===== config.mk =====
export PLATFORM = sky130hd
export DESIGN_NAME = tpu_mm_seq
export DESIGN_NICKNAME = d
export VERILOG_FILES = /design/src/rtl/tpu_pkg.sv /design/src/rtl/tpu_mm_seq.sv
export SDC_FILE = /design/constraint.sdc
export NUM_CORES = 1
export LEC_CHECK = 0
export BUFFER_PORTS_ARGS = -buffer_cell sky130_fd_sc_hd__buf_2
export CORE_AREA = 10 10 47 49
export CTS_CLUSTER_DIAMETER = 150
export DETAILED_ROUTE_END_ITERATION = 10
export DIE_AREA = 0 0 57 59
export SLEW_MARGIN = 5
export SYNTH_ARGS = -nofsm -noshare
export SYNTH_HDL_FRONTEND = slang
export SYNTH_SLANG_ARGS = --single-unit

===== constraint.sdc =====
create_clock -name clk -period 1.6 [get_ports clk]
set_input_delay 0.24 -clock clk [delete_from_list [all_inputs] [get_ports clk]]
set_output_delay 0.24 -clock clk [all_outputs]
set_load 0.1 [all_outputs]

===== src/rtl/tpu_pkg.sv =====
// Shared TPU package: sequencer state type and host bus address map.
package tpu_pkg;

  // MatMul sequencer states.
  typedef enum logic [1:0] {
    StIdle,
    StClear,
    StFeed,
    StDone
  } mm_state_e;

  // Host bus region bases.
  localparam logic [15:0] AddrA      = 16'h0100;
  localparam logic [15:0] AddrB      = 16'h0200;
  localparam logic [15:0] AddrC      = 16'h0300;
  localparam logic [15:0] AddrMatMul = 16'h0400;

endpackage


===== src/rtl/tpu_mm_seq.sv =====
// MatMul sequencer: clears the systolic array, streams the skewed A/B feed for
// FEED_CYCLES cycles, then pulses done. Flags protocol violations in a sticky err.
module tpu_mm_seq
  import tpu_pkg::*;
#(
  parameter int unsigned DIM         = 8,
  parameter int unsigned FEED_CYCLES = 3 * DIM - 2
) (
  input  logic                                 clk,
  input  logic                                 rst_n,
  input  logic                                 start,
  input  logic                                 host_wr,
  output logic                                 busy,
  output logic                                 done,
  output logic                                 err,
  output logic                                 sa_clr,
  output logic                                 memA_en,
  output logic                                 memB_en,
  output logic                                 sa_en,
  output logic [$clog2(FEED_CYCLES+1)-1:0]     feed_cnt
);

  localparam int unsigned CW = $clog2(FEED_CYCLES + 1);
  localparam logic [CW-1:0] CntLast = CW'(FEED_CYCLES - 1);

  mm_state_e     state_q;
  logic [CW-1:0] cnt_q;
  logic          err_q;

  // State, feed counter and sticky error; counter is zero everywhere but FEED.
  always_ff @(posedge clk) begin
    if (!rst_n) begin
      state_q <= StIdle;
      cnt_q   <= '0;
      err_q   <= 1'b0;
    end else begin
      unique case (state_q)
        StIdle, StDone: begin
          // host_wr is legal here: the array is not busy yet.
          if (start) begin
            state_q <= StClear;
            err_q   <= 1'b0;
          end else begin
            state_q <= StIdle;
          end
          cnt_q <= '0;
        end
        StClear: begin
          state_q <= StFeed;
          cnt_q   <= '0;
          if (start || host_wr) err_q <= 1'b1;
        end
        StFeed: begin
          if (cnt_q == CntLast) begin
            state_q <= StDone;
            cnt_q   <= '0;
          end else begin
            cnt_q <= cnt_q + CW'(1);
          end
          if (start || host_wr) err_q <= 1'b1;
        end
        default: begin
          state_q <= StIdle;
          cnt_q   <= '0;
        end
      endcase
    end
  end

  // Moore output decode from registered state only.
  always_comb begin
    busy    = 1'b0;
    done    = 1'b0;
    sa_clr  = 1'b0;
    memA_en = 1'b0;
    memB_en = 1'b0;
    sa_en   = 1'b0;
    unique case (state_q)
      StClear: begin
        sa_clr = 1'b1;
        busy   = 1'b1;
      end
      StFeed: begin
        memA_en = 1'b1;
        memB_en = 1'b1;
        sa_en   = 1'b1;
        busy    = 1'b1;
      end
      StDone:  done = 1'b1;
      default: ;
    endcase
  end

  assign err      = err_q;
  assign feed_cnt = cnt_q;

endmodule


==> flow_summary_export.csv, run 1 <==
group,metric,value,unit
run_status,status,"finished, final reports clean",
setup_path,crit_slowest_cell,"dfxtp_1",
timing,slew_violations,0,
floorplanning,rows,14,
timing,hold_ws,262,ps
yosys,synth_cell_types,14,
yosys,synth-seq-cells,8,
min_path,min-delay-path-class,"input pin to register",
job,maxCapViolations,0,
floorplanning,fp.dieArea,3360,sq um
layout,fin_cells,72,
clocking,cts.path.max_buffers,2,
routing,dr.pass1.iters,4,
place,place_congestion,0.598,
setup_path,reg2reg_to,"state_q[0]",
global_route,grt_max_degree,10,
place,io_buffer_count,15,
place,dp_hpwl,665,um
layout,multi_input_comb_area,218,sq um
yosys,ys_seq_area_share,40.5,%
clocking,postCtsSetupBuffers,0,
clocking,cts_buffers,3,
routing,totalWireLength,800,um
setup_path,crit_family,"buffers and inverters",
layout,drive_gt1_share,48.2,%
routing,drc_errors,0,
floorplanning,fp.dieW,57,um
global_route,grt_pass1_wl,1.36,mm
routing,drt_iter0_drc,10,
clocking,cts.sinks,8,
timing,hold_viol,0,
setup_path,r2r_start,"state_q[0]",
timing,finalCritPeriodShare,94.7,%
place,place_inst,69,
yosys,syn-cell-area,395,sq um
layout,seq_area,165,sq um
setup_path,worstSetupPathType,"register to primary output",
setup_path,cp.required,1360,ps
clocking,cts_hold_buf,0,
setup_path,worstPathArrival,1270,ps
clocking,clock-root-buffer,"clkbuf_4",
timing,rsz0062_at_grt,"false",
floorplanning,core-area,1400,sq um
layout,antenna_cells,0,
floorplanning,start_util,28.2,%
min_path,hold_depth,3,
layout,area_growth,47.5,%
yosys,avgSynthCellArea,9.88,sq um
setup_path,reg2reg_depth,5,
layout,layout.nets,67,
timing,max_slew.worst_pin.slew,489,ps
floorplanning,die_y,59,um
global_route,grt_pass1_vias,323,
setup_path,path_buf_inv,3,
yosys,synth.net_count,49,
floorplanning,ioPinCount,16,
yosys,synth_cells,40,
clocking,insertion_delay,250,ps
timing,clock.fmax,660,MHz
global_route,gr-usage-all-layers,5.27,%
clocking,htree_num_levels,1,
timing,setup_viol,0,
yosys,ys_warn_count,0,
setup_path,crit_path_max_fanout,3,
min_path,hold_end,"err",
timing,period_needed,1510,ps
clocking,clk_pin_slew,50,ps
setup_path,ff2ff_setup_slack,230,ps
routing,vias,333,
routing,ant_nets,0,
routing,routed_via_density,4.63,
timing,slew_headroom,67.6,%
timing,clock_skew,4.33,ps
global_route,antenna_found_initial,0,
routing,wl_per_cell,11.1,um
setup_path,critical_path.endpoint_type,"primary output",
clocking,postCtsResizedCells,0,
min_path,hp-start,"host_wr",
setup_path,max_stage_delay,350,ps
layout,nFillCells,140,
setup_path,cp-start-kind,"register",
timing,fin_tns_setup,0,ps
global_route,grt-ovfl-total,0,
setup_path,cp_cell_sequence,"inv_1 > ha_4 > clkinvlp_4 > buf_12",
clocking,tritoncts,"done",
-- worst register-to-register path, stage by stage, from the launching register on --
cell	delay, ps
dfxtp_1	350
inv_1	100
ha_4	290
mux2_2	320
a21oi_1	120
a311oi_1	60
-- state kept, by name, summed over array words and instances (netlist names) --
signal,count
state_q,2
err,1
feed_cnt,5
-- layout by cell type, fill, tap and decap left out --
| cell | count |
|---|---|
| a21oi_1 | 2 |
| a21oi_2 | 1 |
| a311oi_1 | 2 |
| buf_12 | 4 |
| buf_2 | 11 |
| clkbuf_4 | 3 |
| clkinvlp_4 | 1 |
| dfxtp_1 | 4 |
| dfxtp_2 | 4 |
| ha_1 | 4 |
| ha_4 | 1 |
| inv_1 | 4 |
| mux2_2 | 1 |
| nand2b_1 | 1 |
| nand3_1 | 3 |
| nand4b_4 | 1 |
| nor2_1 | 5 |
| o21ai_0 | 1 |
| xnor2_1 | 1 |
| xor2_1 | 2 |
-- metal layers --
layer  global-route usage (%)  up-vias  part of all wire [%]
met5                        0        -                     0
met2                     7.60       16                    42
met3                     5.15        0                    13
met4                     2.01        0                     0
met1                     5.10      148                    45
li1                         -      169                     -
-- logic make-up after synthesis --
family	count (synthesis)	synth area share, %
and+or+nand+nor	10	16.1
buffers and inverters	7	8.54
adders and majority gates	5	15.8
AOI/OAI and AO/OA	6	9.49
DFF	8	40.5
muxes	1	2.85
xor gates and xnor gates	3	6.65
-- final cells by class --
class	count	area share (%)
multi-input cells	25	37.3
flip-flops and latches	8	28.3
repair buffers	15	23.2
clock buffers	3	3.86
inverters	5	3.86
well taps	16	3.43
-- how the worst max path moves through the flow --
stage / to / cells past startpoint / slack, ps / from
global route: sa_clr / 3 / 20 / state_q[1]
CTS: busy / 4 / 60 / state_q[0]
floorplan: feed_cnt[0] / 3 / 7 / feed_cnt[4]
finish: busy / 4 / 90 / state_q[0]
detailed placement: state_q[0] / 5 / 240 / state_q[0]
global placement: state_q[0] / 5 / 280 / state_q[0]
-- metrics by stage --
stage / instance area (sq um) / worst slack [ps] / util [%]
3_5_place_dp: 561 / 245 / 40.0
6_report: 583 / 85.1 / 41.6
2_1_floorplan: 420 / 6.54 / -
4_1_cts: 583 / 64.3 / 41.6
5_1_grt: 583 / 17.0 / 41.6
3_3_place_gp: 561 / 284 / 40.0
-- synthesized netlist by cell type --
master / number / area share (%)
a21oi_1: 3 / 3.8
a311oi_1: 2 / 4.4
buf_4: 2 / 3.8
dfxtp_1: 8 / 41
ha_1: 5 / 16
inv_1: 5 / 4.7
mux2_2: 1 / 2.8
nand2b_1: 1 / 1.6
nand3_1: 3 / 3.8
nand4b_4: 1 / 6.0
nor2_1: 5 / 4.7
o21ai_0: 1 / 1.3
xnor2_1: 1 / 2.2
xor2_1: 2 / 4.4
Power of run 1 is left out: the tool's default activity adds up to more than one toggle a clock period on the data nets, which glitch-free logic cannot reach.
==> run 2, diff against run 1 <==
--- a/config.mk
+++ b/config.mk
@@ -5,11 +5,11 @@
 export SDC_FILE = /design/constraint.sdc
 export NUM_CORES = 1
 export LEC_CHECK = 0
-export BUFFER_PORTS_ARGS = -buffer_cell sky130_fd_sc_hd__buf_2
 export CORE_AREA = 10 10 47 49
 export CTS_CLUSTER_DIAMETER = 150
 export DETAILED_ROUTE_END_ITERATION = 10
 export DIE_AREA = 0 0 57 59
+export DONT_BUFFER_PORTS = 1
 export SLEW_MARGIN = 5
 export SYNTH_ARGS = -nofsm -noshare
 export SYNTH_HDL_FRONTEND = slang
==> run 2 against run 1 <==
Effect of this change: via count decreased by 7.2%; cell area fell by 7.3%; clock-buffer cell count stayed put; critical path depth stayed put; register-to-register slack better by 40 ps; fmax is 0.63% higher; non-clock buffer count decreased by 5; final cell count decreased by 6.9%; routed wire length is 7.1% higher; critical path type unchanged; highest routed layer is now met4.
==> flow_summary_export.csv, run 2 (synthesis gave the netlist of run 1 again) <==
group,metric,value,unit
run_status,status,"finished, final reports clean",
min_path,min-delay-path-class,"input pin to register",
floorplanning,fp.dieW,57,um
layout,antenna_cells,0,
setup_path,critical_path.endpoint_type,"primary output",
routing,dr.pass1.iters,3,
floorplanning,die_y,59,um
global_route,grt_pass1_vias,360,
timing,setup_viol,0,
floorplanning,ioPinCount,16,
clocking,postCtsSetupBuffers,0,
routing,vias,309,
timing,finalCritPeriodShare,94.1,%
timing,rsz0062_at_grt,"false",
routing,routed-wl-met3,135,um
routing,totalWireLength,857,um
routing,drt_iter0_drc,2,
routing,wl_per_cell,12.8,um
routing,routed_via_density,4.61,
global_route,grt_pass1_wl,1.59,mm
floorplanning,fp.dieArea,3360,sq um
global_route,grt-ovfl-total,0,
clocking,clock-root-buffer,"clkbuf_4",
setup_path,worstSetupPathType,"register to primary output",
setup_path,cp-start-kind,"register",
clocking,insertion_delay,260,ps
layout,drive_gt1_share,45.1,%
layout,area_growth,36.7,%
timing,max_slew.worst_pin.slew,297,ps
timing,fin_tns_setup,0,ps
setup_path,ff2ff_setup_slack,270,ps
place,io_buffer_count,0,
clocking,htree_num_levels,1,
global_route,gr-usage-all-layers,6.16,%
routing,wirelength_met1,340,um
timing,period_needed,1510,ps
floorplanning,start_util,28.2,%
timing,slew_violations,0,
layout,layout.nets,62,
place,place_congestion,0.663,
layout,nFillCells,144,
clocking,tritoncts,"done",
setup_path,worstPathArrival,1270,ps
timing,hold_viol,0,
floorplanning,core-area,1400,sq um
clocking,cts_buffers,3,
timing,clock_skew,0.843,ps
job,maxCapViolations,0,
timing,clock.fmax,664,MHz
clocking,clk_pin_slew,50,ps
timing,slew_headroom,80.2,%
routing,drc_errors,0,
clocking,cts.path.max_buffers,2,
setup_path,crit_path_max_fanout,3,
layout,largest_reg_flops,5,
global_route,antenna_found_initial,0,
setup_path,cp.required,1360,ps
clocking,cts.sinks,8,
layout,mostFrequentLayoutCells,"buf_4 (8), nor2_1 (5), dfxtp_2 (5)",
global_route,grt_max_degree,8,
floorplanning,rows,14,
routing,met2_length,369,um
routing,ant_nets,0,
layout,mostFrequentLayoutCell,"buf_4",
place,dp_hpwl,700,um
routing,highest_layer,"met4",
## run 2: through the flow
stage | utilization, % | std cells | cell area, sq um | hold slack, ps | setup WS [ps]
after floorplan | - | 40 | 420 | 391 | 6.54
after global placement | 36.6 | 64 | 513 | 421 | 275
after detailed placement | 36.6 | 64 | 513 | 422 | 231
after CTS | 38.5 | 67 | 539 | 145 | 27.1
after global routing | 38.6 | 67 | 541 | 137 | 15.3
final | 38.6 | 67 | 541 | 148 | 94.7
## run 2: area by class of cell
class	count	area (sq um)	area share (%)
flip-flops and latches	8	166	30.8
clock buffers	3	22.5	4.17
inverters	5	22.5	4.17
multi-input cells	25	218	40.3
well taps	16	20.0	3.70
repair buffers	10	91.3	16.9
## run 2: worst paths after layout
kind	from	end	cells after the start
min	rst_n	state_q[0]	2
max	state_q[0]	busy	4
max reg2reg	state_q[0]	state_q[0]	5
min reg2reg	err	err	2
## run 2: metal layers
metal	track usage, %	vias up
li1	-	155
met2	8.53	16
met5	0	-
met4	3.02	0
met3	6.22	4
met1	5.87	134
## run 2: what timing repair did
action	CTS	global route
hold buffers	0	0
endpoints found under the setup margin	1	1
gates resized for setup	1	1
gates cloned	0	0
## run 2: critical path: stages, from the launching register on
cell	delay, ps
dfxtp_2	340
inv_1	80
ha_4	290
clkinvlp_4	100
buf_6	190
Power of run 2 is left out for the same reason.
==> run 3, diff against run 2 <==
--- a/config.mk
+++ b/config.mk
@@ -5,10 +5,10 @@
 export SDC_FILE = /design/constraint.sdc
 export NUM_CORES = 1
 export LEC_CHECK = 0
-export CORE_AREA = 10 10 47 49
+export CORE_MARGIN = 10
+export CORE_UTILIZATION = 30
 export CTS_CLUSTER_DIAMETER = 150
 export DETAILED_ROUTE_END_ITERATION = 10
-export DIE_AREA = 0 0 57 59
 export DONT_BUFFER_PORTS = 1
 export SLEW_MARGIN = 5
 export SYNTH_ARGS = -nofsm -noshare
==> run 3 against run 2 <==
Effect of this change: worst setup slack improved by 0.65 ps; core utilization rose by 4.2 points; critical path type unchanged; critical endpoint unchanged; clock-buffer cell count did not move; sequential share of layout area fell by 0.14 points; final cell count fell by 1.5%; fmax barely moved; first-iteration DRC count rose to 2.5 times the previous value; non-clock buffer count did not move; hold slack got worse by 0.83 ps; clock skew barely moved; global-route usage fell by 0.35 points.
==> flow_summary_export.csv, run 3 (synthesis gave the netlist of run 1 again) <==
group,metric,value,unit
timing,clock.fmax,665,MHz
timing,period_needed,1500,ps
timing,layout_setup_ws,95.3,ps
routing,wl_per_cell,12.3,um
clocking,htree_num_levels,1,
floorplanning,fp.dieW,56.3,um
global_route,grt_pass1_vias,347,
timing,finalCritPeriodShare,94.0,%
min_path,hp-start,"rst_n",
routing,routed_via_density,4.70,
routing,dr.pass1.iters,4,
timing,slew_violations,0,
job,maxCapViolations,0,
routing,vias,310,
setup_path,cp_cell_sequence,"inv_1 > ha_4 > clkinvlp_4 > buf_8",
floorplanning,rows,13,
setup_path,crit_path_max_fanout,3,
layout,largest_reg_flops,5,
clocking,clk_pin_slew,50,ps
clocking,cts.sinks,8,
floorplanning,die_y,56.3,um
timing,hold_ws,148,ps
routing,drc_errors,0,
layout,fin_cells,66,
setup_path,reg2reg_depth,5,
timing,slew_headroom,80.1,%
layout,nFillCells,132,
clocking,postCtsSetupBuffers,0,
floorplanning,fp.dieArea,3170,sq um
min_path,min-delay-path-class,"input pin to register",
layout,layout.nets,62,
global_route,gr-usage-all-layers,5.81,%
min_path,hold_end,"state_q[0]",
clocking,postCtsResizedCells,1,
setup_path,crit_slowest_cell,"dfxtp_2",
routing,ant_nets,0,
global_route,antenna_found_initial,0,
place,dp_hpwl,658,um
setup_path,cp.required,1360,ps
place,io_buffer_count,0,
global_route,grt_pass1_wl,1.46,mm
setup_path,r2r_start,"state_q[0]",
setup_path,reg2reg_to,"state_q[0]",
floorplanning,start_util,31.2,%
global_route,grt_max_degree,8,
routing,totalWireLength,810,um
layout,mostFrequentLayoutCells,"buf_4 (8), nor2_1 (5), dfxtp_2 (5)",
floorplanning,core-area,1270,sq um
setup_path,crit_family,"buffers and inverters",
layout,mostFrequentLayoutCell,"buf_4",
clocking,cts_hold_buf,0,
setup_path,path_buf_inv,3,
floorplanning,ioPinCount,16,
setup_path,max_stage_delay,340,ps
run_status,status,"finished, final reports clean",
setup_path,ff2ff_setup_slack,260,ps
min_path,hold_depth,2,
place,pre_cts_ws,231,ps
timing,setup_viol,0,
global_route,grt-ovfl-total,0,
layout,drive_gt1_share,45.1,%
timing,fin_tns_setup,0,ps
setup_path,worstPathArrival,1260,ps
layout,area_growth,37.3,%
setup_path,cp-start-kind,"register",
timing,hold_viol,0,
clocking,cts_buffers,3,
clocking,insertion_delay,250,ps
timing,max_slew.worst_pin.slew,298,ps
timing,clock_skew,0.605,ps
layout,antenna_cells,0,
routing,drt_iter0_drc,5,
clocking,cts.path.max_buffers,2,
setup_path,worstSetupPathType,"register to primary output",
clocking,tritoncts,"done",
setup_path,critical_path.endpoint_type,"primary output",
place,place_inst,63,
timing,rsz0062_at_grt,"false",
place,place_congestion,0.635,
clocking,clock-root-buffer,"clkbuf_4",
-- run 3: worst max-delay path by stage --
stage	startpoint	endpoint	slack, ps	depth (start not counted)
CTS	state_q[0]	busy	40	4
floorplan	feed_cnt[4]	feed_cnt[0]	7	3
detailed placement	state_q[0]	state_q[0]	230	5
finish	state_q[0]	busy	100	4
global placement	state_q[0]	state_q[0]	270	5
global route	state_q[0]	busy	30	4
-- run 3: layout make-up --
cell class / count / area [sq um] / share of cell area, %
inverters: 5 / 22.5 / 4.15
repair buffers: 10 / 95.1 / 17.5
multi-input cells: 25 / 218 / 40.1
clock buffers: 3 / 22.5 / 4.15
flip-flops and latches: 8 / 166 / 30.6
well taps: 15 / 18.8 / 3.46
-- run 3: metrics by stage --
stage | cell area (sq um) | utilization (%)
finish | 543 | 42.8
global route | 543 | 42.8
CTS | 538 | 42.4
detailed placement | 512 | 40.3
global placement | 512 | 40.3
floorplan | 420 | -
-- run 3: layer usage --
layer  track usage [%]  wire (um)
met5                 0          0
met4              5.15         30
met3              4.04         88
met2              8.40        343
met1              5.38        348
-- run 3: worst reg2reg max path: cells and delay by family, from the launching register on --
| family | cells | cell delay (ps) |
|---|---|---|
| compound gates | 2 | 180 |
| fa+ha+maj | 1 | 290 |
| buf+inv | 1 | 80 |
| flops | 1 | 340 |
| mux | 1 | 330 |
Power of run 3 is left out for the same reason.
